**src/rtl/ufm_multi_page_ctrl_if.sv**
```systemverilog
// Page-engine bus between the host-side UFM controller
// and the UFMRwPage engine.
interface ufm_multi_page_ctrl_if;
  logic       er_cmd;
  logic       wr_cmd;
  logic       rd_cmd;
  logic [7:0] page_st_adrs;
  logic [7:0] page_num;
  logic [7:0] page_wr_data;
  logic [7:0] wr_dt_addrs;
  logic [7:0] rd_dt_addrs;
  logic [7:0] page_rd_data;
  logic       page_rd_cycle;
  logic       erase_end_strb;
  logic       page_wr_end_strb;
  logic       page_rd_end_strb;

  modport master (
    output er_cmd, wr_cmd, rd_cmd,
    output page_st_adrs, page_num, page_wr_data,
    input  wr_dt_addrs, rd_dt_addrs,
    input  page_rd_data, page_rd_cycle,
    input  erase_end_strb, page_wr_end_strb,
    input  page_rd_end_strb
  );

  modport slave (
    input  er_cmd, wr_cmd, rd_cmd,
    input  page_st_adrs, page_num, page_wr_data,
    output wr_dt_addrs, rd_dt_addrs,
    output page_rd_data, page_rd_cycle,
    output erase_end_strb, page_wr_end_strb,
    output page_rd_end_strb
  );
endinterface

```
**src/rtl/ufm_multi_page_ctrl.sv**
```systemverilog
// Multi-page UFM config-word controller: erase, program,
// read-back verify and read, with watchdog and request queue.
module ufm_multi_page_ctrl #(
  parameter int         DATA_W      = 32,
  parameter int         NUM_PAGES   = 1,
  parameter logic [7:0] START_PAGE  = 8'h00,
  parameter bit         VERIFY_EN   = 1'b1,
  parameter int         TIMEOUT_CYC = 65535
) (
  input  logic              CLK_i,
  input  logic              nRst,
  input  logic              bWrPromCfg,
  input  logic              bRdPromCfg,
  input  logic [DATA_W-1:0] wr_data,
  output logic [DATA_W-1:0] rd_data,
  output logic              busy,
  output logic              done,
  output logic              err,
  ufm_multi_page_ctrl_if.master eng
);
  localparam int          NB      = DATA_W / 8;
  localparam logic [3:0]  LAST_PG = 4'(NUM_PAGES - 1);
  localparam logic [19:0] TO_CYC  = 20'(TIMEOUT_CYC);

  typedef enum logic [2:0] {
    S_IDLE, S_ERASE, S_WRITE, S_WGAP,
    S_VERIFY, S_READ, S_RGAP, S_FIN
  } state_t;

  state_t            r_state, w_nx;
  logic              r_wr_s, r_wr_d, r_rd_s, r_rd_d;
  logic              w_wr_ev, w_rd_ev;
  logic              r_wr_pend, r_rd_pend;
  logic              r_vfy, r_err;
  logic [3:0]        r_page, w_page_nx;
  logic [19:0]       r_wdog;
  logic [DATA_W-1:0] r_wbuf, r_pdata;
  logic [DATA_W-1:0] r_shadow, r_rd_data;
  logic              w_take_wr, w_take_rd;
  logic              w_to, w_copy, w_wd_exp;
  logic              w_wd_run;
  logic [7:0]        w_wr_k, w_rd_k;
  logic [7:0]        w_wr_byte, w_vexp;

  assign w_wr_ev  = r_wr_s & ~r_wr_d;
  assign w_rd_ev  = r_rd_s & ~r_rd_d;
  assign w_wd_exp = (r_wdog == TO_CYC);
  assign w_wd_run = (r_state == S_ERASE) ||
                    (r_state == S_WRITE) ||
                    (r_state == S_VERIFY) ||
                    (r_state == S_READ);

  // Map engine byte index to the word; bytes past the word read as zero
  always_comb begin
    w_wr_k    = {r_page, eng.wr_dt_addrs[3:0]};
    w_rd_k    = {r_page, eng.rd_dt_addrs[3:0]};
    w_wr_byte = 8'h00;
    w_vexp    = 8'h00;
    for (int i = 0; i < NB; i++) begin
      if (w_wr_k == 8'(i)) w_wr_byte = r_wbuf[i*8 +: 8];
      if (w_rd_k == 8'(i)) w_vexp = r_wbuf[i*8 +: 8];
    end
  end

  // Next-state, page stepping and request acceptance
  always_comb begin
    w_nx      = r_state;
    w_page_nx = r_page;
    w_take_wr = 1'b0;
    w_take_rd = 1'b0;
    w_to      = 1'b0;
    w_copy    = 1'b0;
    unique case (r_state)
      S_IDLE: begin
        if (w_wr_ev || r_wr_pend) begin
          w_nx      = S_ERASE;
          w_page_nx = 4'd0;
          w_take_wr = 1'b1;
        end else if (w_rd_ev || r_rd_pend) begin
          w_nx      = S_READ;
          w_page_nx = 4'd0;
          w_take_rd = 1'b1;
        end
      end
      S_ERASE: begin
        if (w_wd_exp) begin
          w_to = 1'b1;
          w_nx = S_FIN;
        end else if (eng.erase_end_strb) begin
          w_nx = S_WRITE;
        end
      end
      S_WRITE: begin
        if (w_wd_exp) begin
          w_to = 1'b1;
          w_nx = S_FIN;
        end else if (eng.page_wr_end_strb) begin
          if (r_page == LAST_PG) begin
            w_nx      = VERIFY_EN ? S_VERIFY : S_FIN;
            w_page_nx = 4'd0;
          end else begin
            w_nx      = S_WGAP;
            w_page_nx = r_page + 4'd1;
          end
        end
      end
      S_WGAP: w_nx = S_WRITE;
      S_VERIFY, S_READ: begin
        if (w_wd_exp) begin
          w_to = 1'b1;
          w_nx = S_FIN;
        end else if (eng.page_rd_end_strb) begin
          if (r_page == LAST_PG) begin
            w_nx   = S_FIN;
            w_copy = (r_state == S_READ);
          end else begin
            w_nx      = S_RGAP;
            w_page_nx = r_page + 4'd1;
          end
        end
      end
      S_RGAP: w_nx = r_vfy ? S_VERIFY : S_READ;
      S_FIN:  w_nx = S_IDLE;
    endcase
  end

  // State, page counter and per-state watchdog
  always_ff @(posedge CLK_i or negedge nRst) begin
    if (!nRst) begin
      r_state <= S_IDLE;
      r_page  <= 4'd0;
      r_wdog  <= 20'd0;
    end else begin
      r_state <= w_nx;
      r_page  <= w_page_nx;
      if (w_nx != r_state) r_wdog <= 20'd0;
      else if (w_wd_run)   r_wdog <= r_wdog + 20'd1;
    end
  end

  // Request edge detect and one-deep pending queue
  always_ff @(posedge CLK_i or negedge nRst) begin
    if (!nRst) begin
      r_wr_s    <= 1'b0;
      r_wr_d    <= 1'b0;
      r_rd_s    <= 1'b0;
      r_rd_d    <= 1'b0;
      r_wr_pend <= 1'b0;
      r_rd_pend <= 1'b0;
      r_vfy     <= 1'b0;
    end else begin
      r_wr_s <= bWrPromCfg;
      r_wr_d <= r_wr_s;
      r_rd_s <= bRdPromCfg;
      r_rd_d <= r_rd_s;
      if (w_take_wr)    r_wr_pend <= 1'b0;
      else if (w_wr_ev) r_wr_pend <= 1'b1;
      if (w_take_rd)    r_rd_pend <= 1'b0;
      else if (w_rd_ev) r_rd_pend <= 1'b1;
      if (w_take_wr)      r_vfy <= 1'b1;
      else if (w_take_rd) r_vfy <= 1'b0;
    end
  end

  // Word buffers, read shadow and sticky error
  always_ff @(posedge CLK_i or negedge nRst) begin
    if (!nRst) begin
      r_wbuf    <= '0;
      r_pdata   <= '0;
      r_shadow  <= '0;
      r_rd_data <= '0;
      r_err     <= 1'b0;
    end else begin
      if (w_take_wr)
        r_wbuf <= w_wr_ev ? wr_data : r_pdata;
      if (w_wr_ev && !w_take_wr)
        r_pdata <= wr_data;
      if (r_state == S_READ && eng.page_rd_cycle)
        for (int i = 0; i < NB; i++)
          if (w_rd_k == 8'(i))
            r_shadow[i*8 +: 8] <= eng.page_rd_data;
      if (w_copy) r_rd_data <= r_shadow;
      if (w_take_wr || w_take_rd)
        r_err <= 1'b0;
      else if (w_to)
        r_err <= 1'b1;
      else if (r_state == S_VERIFY &&
               eng.page_rd_cycle &&
               eng.page_rd_data != w_vexp)
        r_err <= 1'b1;
    end
  end

  assign busy    = (r_state != S_IDLE) && (r_state != S_FIN);
  assign done    = (r_state == S_FIN);
  assign err     = r_err;
  assign rd_data = r_rd_data;

  assign eng.er_cmd       = (r_state == S_ERASE);
  assign eng.wr_cmd       = (r_state == S_WRITE);
  assign eng.rd_cmd       = (r_state == S_VERIFY) ||
                            (r_state == S_READ);
  assign eng.page_st_adrs = START_PAGE + {4'h0, r_page};
  assign eng.page_num     = 8'h01;
  assign eng.page_wr_data = w_wr_byte;
endmodule

```
**src/flat_wrapper.sv**
```systemverilog
// flat-port wrapper written by rule: the top's interface ports become plain ports
module ufm_multi_page_ctrl_flat 
#(
  parameter int         DATA_W      = 32,
  parameter int         NUM_PAGES   = 1,
  parameter logic [7:0] START_PAGE  = 8'h00,
  parameter bit         VERIFY_EN   = 1'b1,
  parameter int         TIMEOUT_CYC = 65535
)
  (CLK_i, nRst, bWrPromCfg, bRdPromCfg, wr_data, rd_data, busy, done, err, eng_er_cmd, eng_wr_cmd, eng_rd_cmd, eng_page_st_adrs, eng_page_num, eng_page_wr_data, eng_wr_dt_addrs, eng_rd_dt_addrs, eng_page_rd_data, eng_page_rd_cycle, eng_erase_end_strb, eng_page_wr_end_strb, eng_page_rd_end_strb);
  ufm_multi_page_ctrl_if eng_i ();
  input  logic CLK_i;
  input  logic nRst;
  input  logic bWrPromCfg;
  input  logic bRdPromCfg;
  input  logic [DATA_W-1:0] wr_data;
  output logic [DATA_W-1:0] rd_data;
  output logic busy;
  output logic done;
  output logic err;
  output wire logic [$bits(eng_i.er_cmd)-1:0] eng_er_cmd;
  output wire logic [$bits(eng_i.wr_cmd)-1:0] eng_wr_cmd;
  output wire logic [$bits(eng_i.rd_cmd)-1:0] eng_rd_cmd;
  output wire logic [$bits(eng_i.page_st_adrs)-1:0] eng_page_st_adrs;
  output wire logic [$bits(eng_i.page_num)-1:0] eng_page_num;
  output wire logic [$bits(eng_i.page_wr_data)-1:0] eng_page_wr_data;
  input wire logic [$bits(eng_i.wr_dt_addrs)-1:0] eng_wr_dt_addrs;
  input wire logic [$bits(eng_i.rd_dt_addrs)-1:0] eng_rd_dt_addrs;
  input wire logic [$bits(eng_i.page_rd_data)-1:0] eng_page_rd_data;
  input wire logic [$bits(eng_i.page_rd_cycle)-1:0] eng_page_rd_cycle;
  input wire logic [$bits(eng_i.erase_end_strb)-1:0] eng_erase_end_strb;
  input wire logic [$bits(eng_i.page_wr_end_strb)-1:0] eng_page_wr_end_strb;
  input wire logic [$bits(eng_i.page_rd_end_strb)-1:0] eng_page_rd_end_strb;
  assign eng_er_cmd = eng_i.er_cmd;
  assign eng_wr_cmd = eng_i.wr_cmd;
  assign eng_rd_cmd = eng_i.rd_cmd;
  assign eng_page_st_adrs = eng_i.page_st_adrs;
  assign eng_page_num = eng_i.page_num;
  assign eng_page_wr_data = eng_i.page_wr_data;
  assign eng_i.wr_dt_addrs = eng_wr_dt_addrs;
  assign eng_i.rd_dt_addrs = eng_rd_dt_addrs;
  assign eng_i.page_rd_data = eng_page_rd_data;
  assign eng_i.page_rd_cycle = eng_page_rd_cycle;
  assign eng_i.erase_end_strb = eng_erase_end_strb;
  assign eng_i.page_wr_end_strb = eng_page_wr_end_strb;
  assign eng_i.page_rd_end_strb = eng_page_rd_end_strb;
  ufm_multi_page_ctrl #(.DATA_W(DATA_W), .NUM_PAGES(NUM_PAGES), .START_PAGE(START_PAGE), .VERIFY_EN(VERIFY_EN), .TIMEOUT_CYC(TIMEOUT_CYC)) u_core (.CLK_i(CLK_i), .nRst(nRst), .bWrPromCfg(bWrPromCfg), .bRdPromCfg(bRdPromCfg), .wr_data(wr_data), .rd_data(rd_data), .busy(busy), .done(done), .err(err), .eng(eng_i));
endmodule
```
**config.mk**
```make
export PLATFORM = sky130hd
export DESIGN_NAME = ufm_multi_page_ctrl_flat
export DESIGN_NICKNAME = d
export VERILOG_FILES = /design/src/rtl/ufm_multi_page_ctrl_if.sv /design/src/rtl/ufm_multi_page_ctrl.sv /design/src/flat_wrapper.sv
export SDC_FILE = /design/constraint.sdc
export NUM_CORES = 1
export LEC_CHECK = 0
export ABC_CLOCK_PERIOD_IN_PS = 4350
export CAP_MARGIN = 20
export CORE_MARGIN = 1.5
export CORE_UTILIZATION = 24
export CTS_CLUSTER_SIZE = 14
export DETAILED_ROUTE_END_ITERATION = 6
export PLACE_DENSITY = 0.45
export SLEW_MARGIN = 20
export SYNTH_ARGS = -nofsm -noshare
export SYNTH_HDL_FRONTEND = slang
export SYNTH_SLANG_ARGS = --single-unit
```
**constraint.sdc**
```tcl
create_clock -name CLK_i -period 4.35 [get_ports CLK_i]
set_input_delay 0.87 -clock CLK_i [delete_from_list [all_inputs] [get_ports CLK_i]]
set_output_delay 0.87 -clock CLK_i [all_outputs]
set_load 0.005 [all_outputs]
```
Word level (Yosys, flattened, before mapping)
Index checks and enable logic that the tools add are counted.
{"block": "word_totals", "reg_bits": 163, "input_bits": 64, "output_inout_bits": 62, "wordCells": 130}
{"block": "op_classes", "n_addsub": 2, "eq_ne": 23, "mux": 52, "n_bitwise": 4, "n_reduce_logical": 31}
{"operator": "8-bit 2-to-1 mux", "count": 8}
{"operator": "20-bit 2-to-1 mux", "count": 2}
{"operator": "8-bit by 2-bit equality test with 1-bit output (second input constant)", "count": 4}
{"operator": "32-bit 2-to-1 mux", "count": 1}
{"operator": "4-bit 2-to-1 mux", "count": 8}
{"operator": "3-bit 2-to-1 mux", "count": 9}
{"operator": "1-bit 2-to-1 mux", "count": 22}
{"operator": "3-bit case mux with 7 select lines", "count": 1}
{"operator": "20-bit by 1-bit adder with 20-bit output (second input constant)", "count": 1}
{"operator": "20-bit by 16-bit equality test with 1-bit output (second input constant)", "count": 1}
{"operator": "8-bit by 1-bit equality test with 1-bit output (second input constant)", "count": 2}
{"operator": "8-bit logical NOT", "count": 2}
{"operator": "3-bit equality test (second input constant)", "count": 4}
{"operator": "4-bit case mux with 3 select lines", "count": 1}
{"operator": "3-bit nonzero test", "count": 3}
{"operator": "2-bit inequality test (second input constant)", "count": 4}
{"operator": "8-bit inequality test", "count": 1}
{"operator": "2-bit AND reduction", "count": 4}
{"operator": "2-bit nonzero test", "count": 4}
{"operator": "1-bit logical OR", "count": 7}
{"operator": "7-bit AND reduction", "count": 1}
{"operator": "3-bit by 2-bit equality test with 1-bit output (second input constant)", "count": 2}
{"operator": "1-bit logical AND", "count": 5}
{"operator": "4-bit by 1-bit adder with 4-bit output (second input constant)", "count": 1}
{"operator": "other kinds (12)", "count": 14}

Depth between registers and ports, before layout
Gate-level depths: netlist (run 1).
{"block": "depth", "ltp_word": 10, "depth_mapped": 10}

Worst setup path after synthesis (run 1)
OpenSTA, ideal clock, no wires.
{"block": "synth_timing", "kind": "register to output", "start": "register u_core.r_page[0]", "end": "output port eng_page_wr_data[0]", "arrival_ns": 2.067, "required_ns": 3.480, "setup_slack_ns": 1.413, "path_stages_with_launch": 8, "n_path_buf": 1, "cell_sequence": "dfrtp_1 inv_1 ha_1 or3b_1 buf_2 nor4_1 a22oi_1 a21oi_1"}
{"block": "synth_via", "elab_chain_cells": 5, "word_cells_on_any_way": 8, "classes_between": "eq/ne (3); mux (4); reduce/logical (1)"}
{"element": "start: declaration", "line_no": "ufm_multi_page_ctrl.sv:35", "rtl": "logic [3:0] r_page, w_page_nx;"}
{"element": "start signal: assignment", "line_no": "ufm_multi_page_ctrl.sv:135", "rtl": "r_page <= w_page_nx;"}
{"element": "8-bit logical NOT", "line_no": "ufm_multi_page_ctrl.sv:60", "rtl": "if (w_wr_k == 8'(i)) w_wr_byte = r_wbuf[i*8 +: 8];"}
{"element": "8-bit 2-to-1 mux (3 in series)", "line_no": "ufm_multi_page_ctrl.sv:60"}
{"element": "8-bit 2-to-1 mux *", "line_no": "ufm_multi_page_ctrl.sv:60"}
{"element": "end: declaration", "line_no": "flat_wrapper.sv:26", "rtl": "output wire logic [$bits(eng_i.page_wr_data)-1:0] eng_page_wr_data;"}
Every way passes the cells marked *; elsewhere a longest branch is shown, timed or not.

Worst setup path after layout (run 1)
{"block": "layout_timing", "start": "register u_core.r_page[0]", "end": "output port eng_page_wr_data[3]"}
The elaborated chain is that of the path after synthesis.

==> insert_results.sql, run 1 <==
INSERT INTO impl_metrics (metric_group, metric, value, unit) VALUES
('run_status', 'outcome', 'finished, final reports clean', ''),
('yosys', 'synth_top_area_cell', 'dfrtp_1', ''),
('detailed_routing', 'dr.first_iter.drc_count', '272', ''),
('yosys', 'ys_dominant_reg_cell', 'dfrtp_1', ''),
('sta', 'final_hold_viol_count', '0', ''),
('setup_path', 'endpoint_kind', 'output pin', ''),
('setup_path', 'worst_ep_required_time', '3480', 'ps'),
('final_layout', 'num_antenna_cells', '0', ''),
('yosys', 'count_of_flip_flops_with_a_built_in_enable_after_synthesis', '0', ''),
('setup_path', 'worst_path_largest_cell_delay', '570', 'ps'),
('die', 'design.die.area', '33300', 'sq um'),
('final_layout', 'final_design_area_no_fill', '9830', 'sq um'),
('die', 'floorplan.die.height', '182', 'um'),
('clock_network', 'cts.repair.resized', '0', ''),
('clock_network', 'max-clock-path-buffers', '2', ''),
('sta', 'finClkSkew', '8.83', 'ps'),
('yosys', 'syn_area_per_cell', '11.6', 'sq um'),
('clock_network', 'postCtsHoldBufs', '0', ''),
('detailed_routing', 'antenna_left', '0', ''),
('clock_network', 'clock_tree_from_tritoncts', 'done', ''),
('clock_network', 'clock_sinks', '163', ''),
('global_routing', 'grt-busiest-layer', 'met2', ''),
('die', 'die_x', '182', 'um'),
('die', 'design.portCount', '126', ''),
('clock_network', 'clock_tree.root_cell', 'clkbuf_16', ''),
('setup_path', 'worst-r2r-setup-slack', '1450', 'ps'),
('global_routing', 'globalRoute.totalOverflow', '0', ''),
('power', 'power_density', '613', 'nW/um^2'),
('detailed_routing', 'drt_pass1_iterations', '4', ''),
('yosys', 'asyncSetResetFlopFracSynth', '1.00', ''),
('detailed_routing', 'remaining_drc_errors', '0', ''),
('detailed_routing', 'detail_routed_net_length_per_standard_cell', '16.6', 'um'),
('hold_path', 'tightest_hold_check_type', 'flop to flop', ''),
('placement', 'buffer_ports.inserted', '105', ''),
('yosys', 'synth-seq-area-share', '0.528', ''),
('sta', 'fin_crit_sh', '0.914', ''),
('detailed_routing', 'drt-total-wl', '19600', 'um'),
('setup_path', 'worst_setup_path_start_kind', 'flop', ''),
('flow_run', 'max_cap_violation_count', '0', ''),
('setup_path', 'cpMostUsedCell', 'buf_4', ''),
('detailed_routing', 'detail_route.vias_per_cell', '4.48', ''),
('global_routing', 'vias_in_the_first_global_route', '5364', ''),
('final_layout', 'layout_cell_share_with_drive_strength_beyond_1', '0.218', ''),
('die', 'start_util', '0.244', ''),
('clock_network', 'cts.htree.levels', '4', ''),
('die', 'design.core.area', '31600', 'sq um'),
('sta', 'grt_setup_unrepaired', 'no', ''),
('power', 'vdd_ir_drop_max', '0.290', 'mV'),
('final_layout', 'final-instance-count-excl-fill', '1183', ''),
('clock_network', 'clk_transition_reported_paths', '70', 'ps'),
('global_routing', 'largest_net_degree_at_the_start_of_global_routing', '79', ''),
('clock_network', 'clk_latency', '430', 'ps'),
('sta', 'fin_setup_tns', '0', 'ps'),
('sta', 'finalSetupViolCount', '0', ''),
('clock_network', 'cts.repair_timing.setup_buffer_count', '0', ''),
('yosys', 'yosys.area.top_type_share', '0.528', ''),
('setup_path', 'critPathMaxFanout', '8', ''),
('sta', 'timing.hold.ws', '386', 'ps'),
('yosys', 'syn_inst', '667', ''),
('clock_network', 'cts_made_buffers', '17', ''),
('global_routing', 'antenna_found_initial', '0', ''),
('die', 'fp-row-count', '65', ''),
('yosys', 'synth.yosys.warnings', '0', ''),
('setup_path', 'critPathSlowestCell', 'clkdlybuf4s50_1', ''),
('sta', 'final-max-slew-violation-count', '0', ''),
('sta', 'timing_worst_slew_pin_value', '1040', 'ps'),
('sta', 'clock.fmax', '252', 'MHz'),
('placement', 'gp_routability_congestion', '0.771', ''),
('placement', 'hpwl_dp', '13300', 'um'),
('sta', 'relSlewSlack', '0.307', ''),
('final_layout', 'final_common_cell', 'dfrtp_1', '');
## report_power, final
group	internal [uW]	switching (uW)
registers	2070	393
clock network	874	666
logic	1070	954
## through the flow
step | setup slack (ps) | utilization
floorplan | 1410 | -
global placement | 631 | 0.292
detailed placement | 631 | 0.292
CTS | 300 | 0.311
global route | 189 | 0.311
finish | 376 | 0.311
## state kept, by name (all words and copies together), names as in the netlist, 3 cells and up
signal and cells:
u_core.r_shadow 32, u_core.r_wdog 20, u_core.r_pdata 32, u_core.r_page 4
u_core.r_state 3, u_core.rd_data 32, u_core.r_wbuf 32
## final cells by class
cell class / count / area (sq um)
inverters: 15 / 56.3
clock inverters: 13 / 153
flip-flops and latches: 163 / 4080
fillers: 3203 / 21800
well taps: 402 / 503
clock buffers: 19 / 443
repair buffers: 117 / 1150
multi-input cells: 454 / 3440
## cells in the mapped netlist, types with 4 or more instances
master    count
clkbuf_1     21
nand3_1       9
nor4_1        4
a22oi_1       8
nand2_1      53
xnor2_1      20
buf_4        12
buf_2         8
o21ai_0      49
nor2_1       36
nand4_1      10
buf_1         4
o311ai_0      5
mux4_2        8
nor2b_1       5
nor3_1       33
inv_1        15
dfrtp_1     163
a21oi_1      17
mux2_2      102
mux2i_1      34
## worst paths after layout
kind | startpoint | endpoint | depth (start not counted)
max | u_core.r_page[0]$_DFFE_PN0P_ | eng_page_wr_data[3] | 9
min | u_core.r_rd_s$_DFF_PN0_ | u_core.r_rd_d$_DFF_PN0_ | 0
max reg2reg | u_core.r_page[0]$_DFFE_PN0P_ | u_core.r_shadow[22]$_DFFE_PN0P_ | 9
min reg2reg | u_core.r_rd_s$_DFF_PN0_ | u_core.r_rd_d$_DFF_PN0_ | 0
max in group asynchronous | nRst | u_core.r_shadow[29]$_DFFE_PN0P_ | 2
min in group asynchronous | nRst | u_core.r_pdata[18]$_DFFE_PN0P_ | 1
## cell families (layout without fill, tap and decap cells)
family          after synthesis  count (layout)  share of synthesized area
mux                         146             146                      0.219
xor+xnor                     24              24                     0.0282
simple gates                176             176                      0.113
flops                       163             163                      0.528
buf+inv                      60             164                     0.0363
compound gates               93              93                     0.0704
other cells                   2              12                   0.000972
fa+ha+maj                     3               3                    0.00486
## metal layers
metal  part of all wire  wire length, um  vias to the layer above
met2               0.47             9170                       96
met1               0.49             9550                     2633
met4             0.0097              190                        0
met3              0.036              698                       14
met5                  0                0                        -
li1                   -                -                     2561
## critical path: cells and delay by family (launching register included)
| kind | cells | cell delay (ps) |
|---|---|---|
| DFF | 1 | 450 |
| AOI/OAI and AO/OA | 2 | 330 |
| and+or+nand+nor | 2 | 630 |
| adders and majority gates | 1 | 140 |
| buffers and inverters | 4 | 1110 |
No activity file was read; power rests on OpenSTA's default activity.
==> inputs of run 2 (changes only) <==
--- a/config.mk
+++ b/config.mk
@@ -5,12 +5,13 @@
 export SDC_FILE = /design/constraint.sdc
 export NUM_CORES = 1
 export LEC_CHECK = 0
-export ABC_CLOCK_PERIOD_IN_PS = 4350
+export ABC_CLOCK_PERIOD_IN_PS = 4400
 export CAP_MARGIN = 20
 export CORE_MARGIN = 1.5
 export CORE_UTILIZATION = 24
 export CTS_CLUSTER_SIZE = 14
 export DETAILED_ROUTE_END_ITERATION = 6
+export GPL_ROUTABILITY_DRIVEN = 0
 export PLACE_DENSITY = 0.45
 export SLEW_MARGIN = 20
 export SYNTH_ARGS = -nofsm -noshare
==> constraint.sdc (replaced) <==
create_clock -name CLK_i -period 4.4 [get_ports CLK_i]
set_input_delay 0.88 -clock CLK_i [delete_from_list [all_inputs] [get_ports CLK_i]]
set_output_delay 0.88 -clock CLK_i [all_outputs]
set_load 0.005 [all_outputs]
==> run 2 against run 1 <==
Compared with the run above: first-iteration DRC count is 22% higher; worst setup slack worse by 12 ps; sequential cell count stayed put; total power is 2.8% lower; sequential power hardly changed.
==> insert_results.sql, run 2 (same netlist as run 1, synthesis figures left out) <==
INSERT INTO impl_metrics (metric_group, metric, value, unit) VALUES
('die', 'floorplan.die.height', '182', 'um'),
('placement', 'numPlacedInstances', '1151', ''),
('final_layout', 'final-seq-area', '4080', 'sq um'),
('sta', 'finalSetupViolCount', '0', ''),
('clock_network', 'max-clock-path-buffers', '2', ''),
('final_layout', 'finish.utilization', '0.309', ''),
('placement', 'hpwl_dp', '13300', 'um'),
('setup_path', 'worst_setup_path_start_kind', 'flop', ''),
('die', 'start_util', '0.244', ''),
('sta', 'final.min_clock_period', '4040', 'ps'),
('clock_network', 'clock_sinks', '163', ''),
('die', 'design.portCount', '126', ''),
('global_routing', 'grt_first_pass_wirelength', '30800', 'um'),
('sta', 'timing.hold.ws', '380', 'ps'),
('power', 'total_leakage_power', '0.00412', 'uW'),
('detailed_routing', 'antenna_left', '0', ''),
('clock_network', 'cts.htree.levels', '4', ''),
('global_routing', 'largest_net_degree_at_the_start_of_global_routing', '105', ''),
('final_layout', 'fillers', '3208', ''),
('detailed_routing', 'detail_route.vias_per_cell', '4.54', ''),
('final_layout', 'num_antenna_cells', '0', ''),
('clock_network', 'postCtsHoldBufs', '0', ''),
('final_layout', 'leading_cell_types_in_the_layout_fill_and_taps_excluded', 'dfrtp_1, clkdlybuf4s50_1, mux2_2', ''),
('power', 'power_density', '598', 'nW/um^2'),
('sta', 'finClkSkew', '14.2', 'ps'),
('detailed_routing', 'dr_total_vias', '5366', ''),
('final_layout', 'syn2layout_area_growth', '26.7', '%'),
('setup_path', 'critPathArrivalTime', '3160', 'ps'),
('sta', 'final-max-slew-violation-count', '0', ''),
('clock_network', 'cts.repair.resized', '0', ''),
('detailed_routing', 'drt_pass1_iterations', '5', ''),
('clock_network', 'clk_latency', '430', 'ps'),
('final_layout', 'final_common_cell', 'dfrtp_1', ''),
('sta', 'final_hold_viol_count', '0', ''),
('final_layout', 'final-instance-count-excl-fill', '1183', ''),
('setup_path', 'critPathMaxFanout', '8', ''),
('final_layout', 'total_area_of_multi_input_combinational_cells', '3440', 'sq um'),
('global_routing', 'grtUsageTotal', '0.121', ''),
('clock_network', 'cts_made_buffers', '17', ''),
('global_routing', 'globalRoute.totalOverflow', '0', ''),
('global_routing', 'antenna_found_initial', '0', ''),
('hold_path', 'tightest_hold_check_type', 'flop to flop', ''),
('die', 'die_x', '182', 'um'),
('sta', 'fin_crit_sh', '0.917', ''),
('power', 'vdd_ir_drop_max', '0.236', 'mV'),
('setup_path', 'timing_worst_setup_path_type', 'flop to output pin', ''),
('detailed_routing', 'detail_routed_net_length_per_standard_cell', '16.6', 'um'),
('placement', 'buffer_ports.inserted', '105', ''),
('setup_path', 'endpoint_kind', 'output pin', ''),
('sta', 'grt_setup_unrepaired', 'no', ''),
('sta', 'timing_worst_slew_pin_value', '1060', 'ps'),
('global_routing', 'vias_in_the_first_global_route', '5158', ''),
('final_layout', 'layout_cell_share_with_drive_strength_beyond_1', '0.218', ''),
('sta', 'clock.fmax', '248', 'MHz'),
('clock_network', 'clock_tree_from_tritoncts', 'done', ''),
('sta', 'relSlewSlack', '0.291', ''),
('detailed_routing', 'dr.first_iter.drc_count', '332', ''),
('clock_network', 'clock_tree.root_cell', 'clkbuf_16', ''),
('setup_path', 'worst_ep_required_time', '3520', 'ps'),
('detailed_routing', 'drt-total-wl', '19600', 'um'),
('run_status', 'outcome', 'finished, final reports clean', ''),
('final_layout', 'finalNetCount', '835', ''),
('detailed_routing', 'remaining_drc_errors', '0', ''),
('die', 'fp-row-count', '65', ''),
('clock_network', 'cts.repair_timing.setup_buffer_count', '0', ''),
('sta', 'fin_setup_tns', '0', 'ps'),
('die', 'design.core.area', '31600', 'sq um'),
('die', 'design.die.area', '33300', 'sq um'),
('flow_run', 'max_cap_violation_count', '0', ''),
('clock_network', 'clk_transition_reported_paths', '70', 'ps');
-- run 2: final timing paths --
kind                       cells past startpoint  slack, ps                         start                         endpoint
max in group asynchronous                      2       3020                          nRst   u_core.rd_data[27]$_DFFE_PN0P_
min in group asynchronous                      1        540                          nRst   u_core.r_pdata[17]$_DFFE_PN0P_
max reg2reg                                    9       1490  u_core.r_page[0]$_DFFE_PN0P_  u_core.r_shadow[21]$_DFFE_PN0P_
min                                            0        380       u_core.r_wr_s$_DFF_PN0_          u_core.r_wr_d$_DFF_PN0_
max                                            9        360  u_core.r_page[0]$_DFFE_PN0P_              eng_page_wr_data[0]
min reg2reg                                    0        380       u_core.r_wr_s$_DFF_PN0_          u_core.r_wr_d$_DFF_PN0_
-- run 2: metal layers --
metal / vias to the layer above / track usage / routed length (um)
li1: 2553 / - / -
met1: 2680 / 0.168 / 9230
met3: 9 / 0.0293 / 954
met2: 124 / 0.189 / 9260
met5: - / 0 / 0
met4: 0 / 0.0311 / 133
-- run 2: area by class of cell --
class                      instances  area share
multi-input combinational        454       0.351
clock buffer                      20      0.0466
inverter                          15     0.00575
timing repair buffer             117       0.118
tap                              402      0.0514
sequential                       163       0.417
clock inverter                    12     0.00997
-- run 2: power breakdown --
| part | internal [uW] | leakage (uW) | switching (uW) | total (uW) |
|---|---|---|---|---|
| Sequential | 2050 | 0.00211 | 385 | 2430 |
| Clock | 767 | 0.000275 | 665 | 1430 |
| Combinational | 1060 | 0.00174 | 934 | 1990 |
| Total | 3870 | 0.00412 | 1980 | 5850 |
-- run 2: critical path: stages, from the launching register on --
cell             delay, ps
dfrtp_1                440
inv_1                   80
ha_1                   150
or3b_1                 450
buf_4                  230
nor4_1                 200
buf_4                  220
a22oi_1                 70
a21oi_1                310
clkdlybuf4s50_1        570
-- run 2: metrics by stage --
stage	setup WS (ps)	total power (uW)	area (sq um)
after floorplan	1450	3580	7770
after global placement	661	4470	9230
after detailed placement	686	4500	9230
after CTS	334	5970	9790
after global routing	235	6290	9790
final	364	5850	9790
==> inputs of run 3 (changes only) <==
--- a/config.mk
+++ b/config.mk
@@ -7,12 +7,14 @@
 export LEC_CHECK = 0
 export ABC_CLOCK_PERIOD_IN_PS = 4400
 export CAP_MARGIN = 20
+export CORE_ASPECT_RATIO = 1.25
 export CORE_MARGIN = 1.5
 export CORE_UTILIZATION = 24
 export CTS_CLUSTER_SIZE = 14
 export DETAILED_ROUTE_END_ITERATION = 6
+export DONT_BUFFER_PORTS = 1
 export GPL_ROUTABILITY_DRIVEN = 0
-export PLACE_DENSITY = 0.45
+export PLACE_DENSITY = 0.4
 export SLEW_MARGIN = 20
 export SYNTH_ARGS = -nofsm -noshare
 export SYNTH_HDL_FRONTEND = slang
==> run 3 against run 2 <==
Compared with the run above: utilization fell by 3.6 points; total power fell by 7.0%; global-route usage rose by 0.11 points; non-clock buffer count fell by 109; worst hold slack got worse by 230 ps; count of clock-buffer cells in the layout did not move; critical endpoint is now eng_page_wr_data[2]; sequential share of layout area rose by 5.2 points; die area barely moved; wire length fell by 0.30%; worst setup slack improved by 300 ps.
==> insert_results.sql, run 3 (same netlist as run 1, synthesis figures left out) <==
INSERT INTO impl_metrics (metric_group, metric, value, unit) VALUES
('run_status', 'outcome', 'finished, final reports clean', ''),
('clock_network', 'cts.repair.resized', '0', ''),
('sta', 'fin_crit_sh', '0.848', ''),
('detailed_routing', 'dr_total_vias', '5006', ''),
('global_routing', 'largest_net_degree_at_the_start_of_global_routing', '164', ''),
('detailed_routing', 'detail_routed_net_length_per_standard_cell', '18.0', 'um'),
('die', 'design.core.area', '31800', 'sq um'),
('clock_network', 'max-clock-path-buffers', '2', ''),
('placement', 'buffer_ports.inserted', '0', ''),
('power', 'total_power_consumption', '5440', 'uW'),
('detailed_routing', 'detail_route.vias_per_cell', '4.63', ''),
('clock_network', 'postCtsHoldBufs', '0', ''),
('power', 'vdd_ir_drop_max', '0.229', 'mV'),
('setup_path', 'worst_r2r_startpoint', 'u_core.r_page[0]$_DFFE_PN0P_', ''),
('final_layout', 'finalNetCount', '726', ''),
('power', 'total_leakage_power', '0.00370', 'uW'),
('sta', 'relSlewSlack', '0.550', ''),
('final_layout', 'fillers', '3316', ''),
('sta', 'finClkSkew', '7.88', 'ps'),
('sta', 'final-max-slew-violation-count', '0', ''),
('final_layout', 'layout_cell_share_with_drive_strength_beyond_1', '0.240', ''),
('clock_network', 'cts.repair_timing.setup_buffer_count', '0', ''),
('final_layout', 'num_antenna_cells', '0', ''),
('die', 'fp-row-count', '73', ''),
('clock_network', 'clock_sinks', '163', ''),
('final_layout', 'final-instance-count-excl-fill', '1082', ''),
('sta', 'grt_setup_unrepaired', 'no', ''),
('placement', 'numPlacedInstances', '1052', ''),
('sta', 'clock.fmax', '268', 'MHz'),
('sta', 'final_hold_viol_count', '0', ''),
('detailed_routing', 'remaining_drc_errors', '0', ''),
('final_layout', 'leading_cell_types_in_the_layout_fill_and_taps_excluded', 'dfrtp_1, mux2_2, nand2_1', ''),
('die', 'design.portCount', '126', ''),
('detailed_routing', 'antenna_left', '0', ''),
('flow_run', 'max_cap_violation_count', '0', ''),
('hold_path', 'tightest_hold_check_type', 'primary input to asynchronous set/reset pin', ''),
('setup_path', 'worst_ep_required_time', '3520', 'ps'),
('die', 'floorplan.die.height', '204', 'um'),
('global_routing', 'vias_in_the_first_global_route', '5251', ''),
('setup_path', 'timing_worst_setup_path_type', 'flop to output pin', ''),
('sta', 'fin_setup_tns', '0', 'ps'),
('setup_path', 'critPathArrivalTime', '2850', 'ps'),
('clock_network', 'clock_tree.root_cell', 'clkbuf_16', ''),
('clock_network', 'clk_transition_reported_paths', '60', 'ps'),
('global_routing', 'grtUsageTotal', '0.122', ''),
('setup_path', 'worst_setup_path_start_kind', 'flop', ''),
('setup_path', 'critPathMaxFanout', '8', ''),
('power', 'power_density', '625', 'nW/um^2'),
('placement', 'hpwl_dp', '13400', 'um'),
('die', 'design.die.area', '33300', 'sq um'),
('sta', 'timing_worst_slew_pin_value', '670', 'ps'),
('global_routing', 'grt_first_pass_wirelength', '30500', 'um'),
('global_routing', 'antenna_found_initial', '0', ''),
('clock_network', 'clock_tree_from_tritoncts', 'done', ''),
('final_layout', 'syn2layout_area_growth', '12.6', '%'),
('setup_path', 'cp-startpoint', 'u_core.r_page[0]$_DFFE_PN0P_', ''),
('clock_network', 'cts.htree.levels', '4', ''),
('final_layout', 'final_common_cell', 'dfrtp_1', ''),
('detailed_routing', 'drt-total-wl', '19500', 'um'),
('detailed_routing', 'dr.first_iter.drc_count', '218', ''),
('clock_network', 'cts_made_buffers', '17', ''),
('detailed_routing', 'drt_pass1_iterations', '4', ''),
('die', 'die_x', '164', 'um'),
('setup_path', 'endpoint_kind', 'output pin', ''),
('sta', 'final.min_clock_period', '3730', 'ps'),
('clock_network', 'clk_latency', '430', 'ps'),
('sta', 'timing.hold.ws', '151', 'ps'),
('die', 'start_util', '0.243', ''),
('global_routing', 'globalRoute.totalOverflow', '0', ''),
('sta', 'finalSetupViolCount', '0', '');
run 3: changes by cell type in the layout (fill, tap and decap cells not counted):
cell             delta
a21oi_2             -1
buf_4               -3
clkbuf_1            +1
clkdlybuf4s50_1   -104
clkinv_4            -1
bufinv_16           +2
clkinv_2            +1
clkbuf_8            -2
inv_8               -2
a21oi_1             +1
inv_6               -4
clkinvlp_4          +2
buf_12              -1
run 3: critical path: stages, from the launching register on:
cell	delay (ps)
dfrtp_1	450
inv_1	90
ha_1	160
or3b_1	340
buf_4	190
nor3_1	200
nand2_1	90
nor2_1	440
a22oi_1	180
a21oi_1	280
run 3: routing by layer:
metal / GRT usage / vias to the layer above / wire length [um]
met1: 0.141 / 2523 / 8140
met3: 0.0382 / 26 / 1050
li1: - / 2333 / -
met4: 0.0461 / 0 / 375
met2: 0.210 / 124 / 9960
met5: 0 / - / 0
run 3: where the power goes:
part	switching (uW)	total, uW	internal, uW
logic	785	1510	724
clock network	610	1450	841
registers	434	2480	2050
total	1830	5440	3610
run 3: final cells by class:
cell class	count	area, sq um	share of cell area
clock buffers	20	447	0.0513
clock inverters	10	111	0.0128
inverters	15	56.3	0.00647
multi-input cells	454	3440	0.395
flip-flops and latches	163	4080	0.469
well taps	412	515	0.0592
repair buffers	8	60.1	0.00690
run 3: final timing paths:
path / endpoint / slack (ps) / cells past startpoint
setup / recovery: eng_page_wr_data[2] / 670 / 9
hold / removal: u_core.r_wbuf[6]$_DFFE_PN0P_ / 150 / 0
setup reg to reg: u_core.r_shadow[7]$_DFFE_PN0P_ / 1620 / 8
hold reg to reg: u_core.r_rd_d$_DFF_PN0_ / 370 / 0
max in group asynchronous: u_core.r_pdata[25]$_DFFE_PN0P_ / 3910 / 0
min in group CLK_i: u_core.r_rd_d$_DFF_PN0_ / 370 / 0
run 3: per-stage QoR:
step,worst slack [ps],instance area [sq um],util
after global placement,1170,8150,0.256
after detailed placement,1130,8150,0.256
after floorplan,1450,7770,-
after CTS,648,8710,0.274
after global routing,363,8710,0.274
final,667,8710,0.274
